==> config.mk <==
export PLATFORM = sky130hd
export DESIGN_NAME = mlblock_cfg_loader
export DESIGN_NICKNAME = d
export VERILOG_FILES = /design/src/rtl/mlblock_cfg_pkg.sv /design/src/rtl/mlblock_cfg_serializer.sv /design/src/rtl/mlblock_cfg_loader.sv
export SDC_FILE = /design/constraint.sdc
export NUM_CORES = 1
export LEC_CHECK = 0
export CAP_MARGIN = 20
export CORE_MARGIN = 10
export CORE_UTILIZATION = 40
export CTS_CLUSTER_SIZE = 30
export DETAILED_ROUTE_END_ITERATION = 16
export GPL_TIMING_DRIVEN = 0
export PLACE_DENSITY_LB_ADDON = 0.25
export SYNTH_ARGS = -nofsm -noshare
export SYNTH_HDL_FRONTEND = slang
export SYNTH_SLANG_ARGS = --single-unit
export TNS_END_PERCENT = 50
==> constraint.sdc <==
create_clock -name clk -period 1.74 [get_ports clk]
set_clock_uncertainty 0.2 [all_clocks]
set_input_delay 0.435 -clock clk [delete_from_list [all_inputs] [get_ports clk]]
set_output_delay 0.435 -clock clk [all_outputs]
set_load 0.1 [all_outputs]
==> src/rtl/mlblock_cfg_pkg.sv <==
// Shared types and sizing helpers for the MLBlock configuration-chain loader.
package mlblock_cfg_pkg;

    typedef enum logic [1:0] {
        IDLE    = 2'd0,
        COLLECT = 2'd1,
        SHIFT   = 2'd2,
        DONE    = 2'd3
    } cfg_state_t;

    localparam int DEF_CHAIN_LEN = 16;
    localparam int DEF_WORD_W    = 8;

    function automatic int ceil_div(input int a, input int b);
        return (a + b - 1) / b;
    endfunction

    // Width of a counter that indexes ceil(a/b) items; never narrower than 1 bit.
    function automatic int clog2_ceil_div(input int a, input int b);
        int n;
        n = ceil_div(a, b);
        return (n <= 2) ? 1 : $clog2(n);
    endfunction

endpackage

==> src/rtl/mlblock_cfg_serializer.sv <==
// Parallel-in serial-out stage driving the configuration chain head, MSB first.
// config_en and config_in share one register stage so they stay aligned.
module mlblock_cfg_serializer
    import mlblock_cfg_pkg::*;
#(
    parameter int CHAIN_LEN = DEF_CHAIN_LEN
) (
    input  logic                 clk,
    input  logic                 reset,
    input  logic                 load,
    input  logic [CHAIN_LEN-1:0] image,
    output logic                 config_en,
    output logic                 config_in,
    output logic                 last
);

    localparam int BCNT_W = clog2_ceil_div(CHAIN_LEN, 1);

    logic [CHAIN_LEN-1:0] shreg;
    logic [BCNT_W-1:0]    bcnt;

    // bcnt counts the bits still to follow the one currently on config_in
    assign last = config_en && (bcnt == '0);

    // Load presents the MSB immediately; each enabled cycle then advances one bit.
    always_ff @(posedge clk) begin
        if (reset) begin
            shreg     <= '0;
            bcnt      <= '0;
            config_en <= 1'b0;
            config_in <= 1'b0;
        end else if (load) begin
            shreg     <= {image[CHAIN_LEN-2:0], 1'b0};
            bcnt      <= BCNT_W'(CHAIN_LEN - 1);
            config_en <= 1'b1;
            config_in <= image[CHAIN_LEN-1];
        end else if (config_en) begin
            if (bcnt == '0) begin
                config_en <= 1'b0;
                config_in <= 1'b0;
            end else begin
                config_in <= shreg[CHAIN_LEN-1];
                shreg     <= {shreg[CHAIN_LEN-2:0], 1'b0};
                bcnt      <= bcnt - BCNT_W'(1);
            end
        end
    end

endmodule

==> src/rtl/mlblock_cfg_loader.sv <==
// Writer end of the MLBlock serial configuration chain: collects an image as
// parallel words, then shifts it into the daisy-chained blocks.
// Optional readback of the previous chain contents: MLBLOCK_CFG_READBACK_EN.
module mlblock_cfg_loader
    import mlblock_cfg_pkg::*;
#(
    parameter int CHAIN_LEN = DEF_CHAIN_LEN,
    parameter int WORD_W    = DEF_WORD_W
) (
    input  logic                 clk,
    input  logic                 reset,
    input  logic                 start,
    input  logic [WORD_W-1:0]    cfg_word,
    input  logic                 cfg_word_valid,
    output logic                 cfg_word_ready,
    output logic                 config_en,
    output logic                 config_in,
    input  logic                 config_out,
    output logic                 busy,
    output logic                 done
`ifdef MLBLOCK_CFG_READBACK_EN
    ,
    output logic [CHAIN_LEN-1:0] rb_image,
    output logic                 rb_valid
`endif
);

    // state   | meaning
    // IDLE    | waiting for start
    // COLLECT | accepting image words, ready held high
    // SHIFT   | config_en high, image streaming MSB first
    // DONE    | one-cycle done pulse, start ignored

    localparam int N_WORDS = ceil_div(CHAIN_LEN, WORD_W);
    localparam int WCNT_W  = clog2_ceil_div(CHAIN_LEN, WORD_W);

    cfg_state_t           state;
    logic [WCNT_W-1:0]    wcnt;
    logic [CHAIN_LEN-1:0] image;
    logic [CHAIN_LEN-1:0] image_nxt;
    logic                 hs;
    logic                 last_word;
    logic                 ser_load;
    logic                 ser_last;

    assign cfg_word_ready = (state == COLLECT);
    assign hs             = cfg_word_ready && cfg_word_valid;
    assign last_word      = (wcnt == WCNT_W'(N_WORDS - 1));
    // The serializer loads from image_nxt so shifting starts right after the final word.
    assign ser_load       = hs && last_word;

    // Word slot wcnt overlays its image bits; bits past CHAIN_LEN have no slot and drop out.
    for (genvar b = 0; b < CHAIN_LEN; b++) begin : g_bit
        assign image_nxt[b] = (wcnt == WCNT_W'(b / WORD_W)) ? cfg_word[b % WORD_W] : image[b];
    end

    // Word collector: store each accepted word and advance the slot counter.
    always_ff @(posedge clk) begin
        if (reset) begin
            wcnt  <= '0;
            image <= '0;
        end else if (hs) begin
            image <= image_nxt;
            wcnt  <= last_word ? '0 : wcnt + WCNT_W'(1);
        end
    end

    // Sequencing FSM with registered busy/done.
    always_ff @(posedge clk) begin
        if (reset) begin
            state <= IDLE;
            busy  <= 1'b0;
            done  <= 1'b0;
        end else begin
            case (state)
                IDLE: begin
                    done <= 1'b0;
                    if (start) begin
                        state <= COLLECT;
                        busy  <= 1'b1;
                    end
                end
                COLLECT: begin
                    if (ser_load) state <= SHIFT;
                end
                SHIFT: begin
                    if (ser_last) begin
                        state <= DONE;
                        done  <= 1'b1;
                    end
                end
                DONE: begin
                    state <= IDLE;
                    busy  <= 1'b0;
                    done  <= 1'b0;
                end
                default: begin
                    state <= IDLE;
                    busy  <= 1'b0;
                    done  <= 1'b0;
                end
            endcase
        end
    end

    mlblock_cfg_serializer #(
        .CHAIN_LEN(CHAIN_LEN)
    ) u_ser (
        .clk       (clk),
        .reset     (reset),
        .load      (ser_load),
        .image     (image_nxt),
        .config_en (config_en),
        .config_in (config_in),
        .last      (ser_last)
    );

`ifdef MLBLOCK_CFG_READBACK_EN
    // Capture the bits falling out of the chain tail; after CHAIN_LEN shifts the first is the MSB.
    always_ff @(posedge clk) begin
        if (reset) begin
            rb_image <= '0;
            rb_valid <= 1'b0;
        end else begin
            if (config_en) rb_image <= {rb_image[CHAIN_LEN-2:0], config_out};
            rb_valid <= (state == SHIFT) && ser_last;
        end
    end
`else
    logic unused_config_out;
    assign unused_config_out = config_out;
`endif

endmodule

; ---- Word level (Yosys, flattened, before mapping)
; Index checks and enable logic that the tools add are counted.
; W data, S select, Z words.
[classes]
n_eq_ne = 7
n_addsub = 2
reduce_logical = 13
n_mux = 37
[op_table]
columns = op, count
row1 = $mux W16, 3
row2 = $mux W1, 25
row3 = $mux W4, 3
row4 = $pmux W2 S4, 1
row5 = $mux W2, 3
row6 = $ne A2 B2 Y1 const B, 3
row7 = $reduce_and A2 Y1, 3
row8 = $reduce_bool A2 Y1, 3
row9 = $eq A2 B2 Y1 const B, 2
row10 = $logic_not A4 Y1, 1
row11 = $pmux W1 S2, 2
row12 = $sub A4 B1 Y4 const B, 1
row13 = $logic_and A1 B1 Y1, 3
row14 = $reduce_and A3 Y1, 1
row15 = $eq A2 B1 Y1 const B, 1
row16 = $logic_not A2 Y1, 1
row17 = $ne A2 B1 Y1 const B, 1
row18 = $reduce_or A2 Y1, 1
row19 = $add A1 B1 Y1 const B, 1
[word_totals]
output_inout_bits = 5
wordCells = 68
inputBits = 13
ff_bits = 42

; ---- Longest topological paths before layout
[logic_depth]
ltp_word = 5
depth_mapped = 8
ltp_nobuf = 5

; ---- Cells and area by module
; A second synthesis with hierarchy kept.
[hier_totals]
hier_cells = 229
hier_area_um2 = 2159.6
[by_module_without_submodules]
columns = module, cells_each, area_each_um2, n_inst, seq_area_each_um2
row1 = mlblock_cfg_loader, 111, 1094.8, 1, 420.4
row2 = mlblock_cfg_serializer, 118, 1064.8, 1, 420.4

; ---- Worst setup path after synthesis
; OpenSTA, ideal clock, no wires.
[synth_path]
path_kind = register -> register
startpoint = register state[1]
endpoint = register u_ser.shreg[5]
setup_time_ps = 103
path_slack_ps = -727
stages_incl_launch_ff = 8
arrival_ps = 2163
n_path_buf = 2
t_required_ps = 1437
synth_period_minus_slack_ps = 2467
path_cell_list = dfxtp_1 -> inv_1 -> ha_1 -> and3_1 -> buf_4 -> buf_4 -> nor2_1 -> a2111oi_2
[synth_via]
elab_chain_cells = 5
word_cells_on_any_way = 7
classes_between = eq/ne: 2 / mux: 1 / reduce/logical: 4
[synth_rtl]
columns = element, line
row1 = from (decl), mlblock_cfg_loader.sv:37  ; cfg_state_t state;
row2 = from (signal assigned), mlblock_cfg_loader.sv:71  ; state <= IDLE;
row3 = from (signal assigned), mlblock_cfg_loader.sv:79  ; state <= COLLECT;
row4 = from (signal assigned), mlblock_cfg_loader.sv:84  ; if (ser_load) state <= SHIFT;
row5 = $eq A2 B1 Y1 (*), mlblock_cfg_loader.sv:46  ; assign cfg_word_ready = (state == COLLECT);
row6 = net cfg_word_ready, mlblock_cfg_loader.sv:15  ; output logic cfg_word_ready,
row7 = $logic_and A1 B1 Y1 (*), mlblock_cfg_loader.sv:47  ; assign hs = cfg_word_ready && cfg_word_valid;
row8 = $logic_and A1 B1 Y1 (*), mlblock_cfg_loader.sv:50  ; assign ser_load = hs && last_word;
row9 = $ne A2 B2 Y1 (no line) / $reduce_bool A2 Y1 (equally long branches), --
row10 = $reduce_and A2 Y1 (no line), --
row11 = to (signal assigned), mlblock_cfg_serializer.sv:33  ; shreg <= {image[CHAIN_LEN-2:0], 1'b0};
row12 = to (signal assigned), mlblock_cfg_serializer.sv:43  ; shreg <= {shreg[CHAIN_LEN-2:0], 1'b0};
row13 = to (decl), mlblock_cfg_serializer.sv:19  ; logic [CHAIN_LEN-1:0] shreg;
; The timed path passes the listed nets; every way through them passes the cells marked *.
; A chain may end at the register's enable or synchronous reset.

; ---- Final worst setup path
[layout_path]
startpoint = register u_ser.bcnt[0]
endpoint = register u_ser.shreg[5]
[layout_via]
elab_chain_cells = 3
[layout_rtl]
columns = element, line
row1 = from (decl), mlblock_cfg_serializer.sv:20  ; logic [BCNT_W-1:0] bcnt;
row2 = from (signal assigned), mlblock_cfg_serializer.sv:34  ; bcnt <= BCNT_W'(CHAIN_LEN - 1);
row3 = from (signal assigned), mlblock_cfg_serializer.sv:44  ; bcnt <= bcnt - BCNT_W'(1);
row4 = $logic_not A4 Y1, mlblock_cfg_serializer.sv:38  ; if (bcnt == '0) begin
row5 = $ne A2 B2 Y1 (no line), --
row6 = $reduce_and A2 Y1 (no line), --
; No other way between the ends.

==> summary.md <==
| Metric | Value |
|---|---|
| Status | complete, but fails checks |
| Failing checks | negative setup slack |
| Post-Syn Area | 0.00168 mm^2 |
| Initial DRC Count | 133 |
| Clk pin slew, worst setup/hold paths | 80 ps |
| Critical path's largest stage delay | 350 ps |
| Final Hold Fails | 0 |
| First-pass detailed-route iteration total | 5 |
| GRT overflow | 0 |
| Core ar. | 0.00403 mm^2 |
| Distinct cells, synth | 37 |
| TritonCTS clock tree | yes |
| Minimum clock period | 1770 ps |
| Via count | 1,497 |
| Num rows | 23 |
| Mean post-synth cell area | 9.39 um^2 |
| Power, Total | 2450 uW |
| Pleak | 0.000864 uW |
| Critical path's top delay family | buffers and inverters |
| Detail Placement HPWL | 2.87 mm |
| RSZ-0062 raised after global routing | true |
| Worst EP required | 1730 ps |
| CP Launch Type | flop |
| Via/cell ratio | 5.69 |
| Cell taking the most area after synthesis | dfxtp_1 |
| Peak Freq | 0.565 GHz |
| Largest net degree at the start of global routing | 12 |
| Crit path arrival time | 1760 ps |
| Worst Max-Slew Pin Slew | 987 ps |
| CP max FO | 8 |
| Die Area | 0.00720 mm^2 |
| P&R area growth vs syn | 41.1% |
| Initial antenna violation count | 0 |
| First-pass GRT wire length | 6.98 mm |
| Yosys reg bits | 34 |
| Buffers on Ports | 15 |
| Fillers | 329 |
| Vias in the first global route | 1,486 |
| Worst hold stages | 2 |
| # setup viols final | 8 |
| CP Buf/Inv Count | 3 |
| Worst R2R Path Depth | 7 |
| Hold EP | u_ser.shreg[1]$_SDFFE_PP0P_ |
| Ranking of synthesized cells by area | dfxtp_1 (40%), a2111oi_2 (11%), nor2_1 (7.6%) |
| Post-synthesis sequential area ratio | 0.405 |
| Chip width | 84.8 um |
| Relative slew margins | 0.342 |
| MaxCap Viol Count | 0 |
| Maximum root-to-sink buffer count | 2 |
| Crit. End Element | flop |
| ANT cells | 0 |
| ANT nets after route | 0 |
| CTS Hold Buffers Added | 0 |
| Pins Over Slew Limit | 0 |
| Placed inst area | 0.00193 mm^2 |
| Register cell area after layout | 687 um^2 |
| YS warnings | 0 |
| CP cell instances | inv_2, ha_4, or3b_1, buf_6, nand2_8, buf_12, a2111oi_4 |
| Starting Density | 0.417 |
| Synth Flop Type | dfxtp_1 |
| Fin area | 0.00237 mm^2 |
| H-tree depth | 2 |
| R2R Path Start | u_ser.bcnt[0]$_SDFFE_PP0P_ |
| Post-Syn Nets | 197 |
| Min-delay src | image[0]$_SDFFE_PP0N_ |
| Post-synth EDFFs | 0 |
| Clock Latency Late Sink | 290 ps |
| Root Driver | clkbuf_8 |
| P per Cell Area | 1030 mW/mm^2 |
| Final worst slack | -29.8 ps |
| Share of cells above drive strength 1 | 0.357 |
| R2R setup slack | -30 ps |
| Asr flop ratio synth | 0 |
| Multi-input combinational cell area | 0.00106 mm^2 |
| Total wire length | 4.58 mm |
| Area fraction of the dominant cell type after synthesis | 0.405 |
| GRT Overall Usage | 0.114 |
| CP max stage cell | dfxtp_2 |
| Cells after Synth | 179 |
| Final nets | 230 |
| Num ports | 18 |
| R2r endpoint | u_ser.shreg[5]$_SDFFE_PP0P_ |
| Class of the worst hold path | flop to flop |
| CTS Buf Count | 5 |
| Critical path class | flop to flop |
| Fin crit share | 1.02 |
| CTS Sinks | 34 |
| DR WL/cell | 17.4 um |
| RD Place Congestion | 0.794 |
| Max IR drop VDD | 0.792 mV |
| Drc violations | 0 |
| Chip height | 84.8 um |
| Hold WS | 278 ps |
[cells in the final DEF, fill, tap and decap left out, types with 3 or more instances in the layout]
cell and count:
nor2_1 29, dfxtp_1 29, mux2i_1 9, buf_4 9, clkdlybuf4s50_1 9, a2111oi_2 7
a21oi_1 7, clkbuf_1 6, buf_2 6, nand3_1 5, a2111oi_4 5, nand2_1 5
clkbuf_8 5, dfxtp_2 5, inv_2 4, nor2_2 4, buf_6 4, nor4_2 4
nor4_1 4, a311oi_1 4, a211oi_2 3, o21ai_0 3, ha_1 3
[layout make-up]
class	count	area share
Buffer	17	0.0532
Clock buffer	5	0.0290
Clock inverter	3	0.0169
Inverter	6	0.00949
Multi-Input combinational cell	121	0.446
Sequential cell	34	0.289
Tap cell	50	0.0264
Timing Repair Buffer	27	0.129
[tightest hold or removal path, delay by kind of cell (launching register included)]
family	cells	cell delay, ps
flops	1	310
compound gates	1	60
simple gates	1	60
[synthesized netlist by cell type, types with 2 or more instances]
cell type and n:
buf_6 3, nor4_1 10, mux2i_1 9, inv_1 5, nor2b_1 2, buf_4 4
a2111oi_2 12, nor3_1 2, nor2_1 34, nand3_1 5, o21ai_0 3, dfxtp_1 34
buf_2 3, nand2_1 5, a311oi_1 5, a211oi_1 4, nand2b_1 2, a21oi_1 7
ha_1 5, clkbuf_1 8
[what timing repair did]
item                       in CTS  in global routing
setup endpoints to repair      26                 18
cloned                          2                  1
pin swaps                       3                 13
gates resized for setup        45                 19
buffers inserted                4                  5
[registers in the layout, summed over array words and instances, names as in the netlist]
name             cells
u_ser.shreg         15
image                8
u_ser.bcnt           4
state                2
busy                 1
done                 1
last_word            1
u_ser.config_en      1
u_ser.config_in      1
[per-layer routing]
layer  vias to the layer above  global-route usage  part of all wire
met5                         -                   0                 0
met4                         0              0.0359             0.011
met3                         9              0.0315             0.040
met2                        38               0.191              0.50
met1                       733               0.139              0.45
li1                        717                   -                 -
[cell families (layout without fill, tap and decap cells)]
logic type	Yosys count	count (layout)	share of synthesized area
muxes	9	9	0.0536
buffers and inverters	24	58	0.0781
adders and majority gates	5	5	0.0372
and+or+nand+nor	69	69	0.213
AOI/OAI and AO/OA	38	38	0.214
DFF	34	34	0.405
[where the power goes]
group | switching [uW] | internal, uW | total [uW]
clock | 294 | 421 | 716
sequential | 58.3 | 858 | 916
combinational | 476 | 342 | 819
[worst max-delay path by stage]
stage | start | endpoint | depth (start not counted)
5_1_grt | state[1]$_SDFFE_PP0P_ | u_ser.shreg[14]$_SDFFE_PP0P_ | 6
3_5_place_dp | state[1]$_SDFFE_PP0P_ | cfg_word_ready | 3
3_3_place_gp | state[1]$_SDFFE_PP0P_ | cfg_word_ready | 3
4_1_cts | state[1]$_SDFFE_PP0P_ | u_ser.shreg[11]$_SDFFE_PP0P_ | 6
6_report | u_ser.bcnt[0]$_SDFFE_PP0P_ | u_ser.shreg[5]$_SDFFE_PP0P_ | 7
2_1_floorplan | state[1]$_SDFFE_PP0P_ | u_ser.shreg[11]$_SDFFE_PP0P_ | 7
[metrics by stage]
stage	setup TNS (ps)	util	std cells	setup slack, ps
after floorplan	-1590	-	179	-136
after global routing	-1100	0.589	263	-86.1
final	-66.6	0.589	263	-29.8
after CTS	-3.99	0.542	257	-3.99
after detailed placement	-11420	0.480	244	-596
after global placement	-10360	0.480	244	-591
Note: power is estimated with default switching activity, not from simulation.
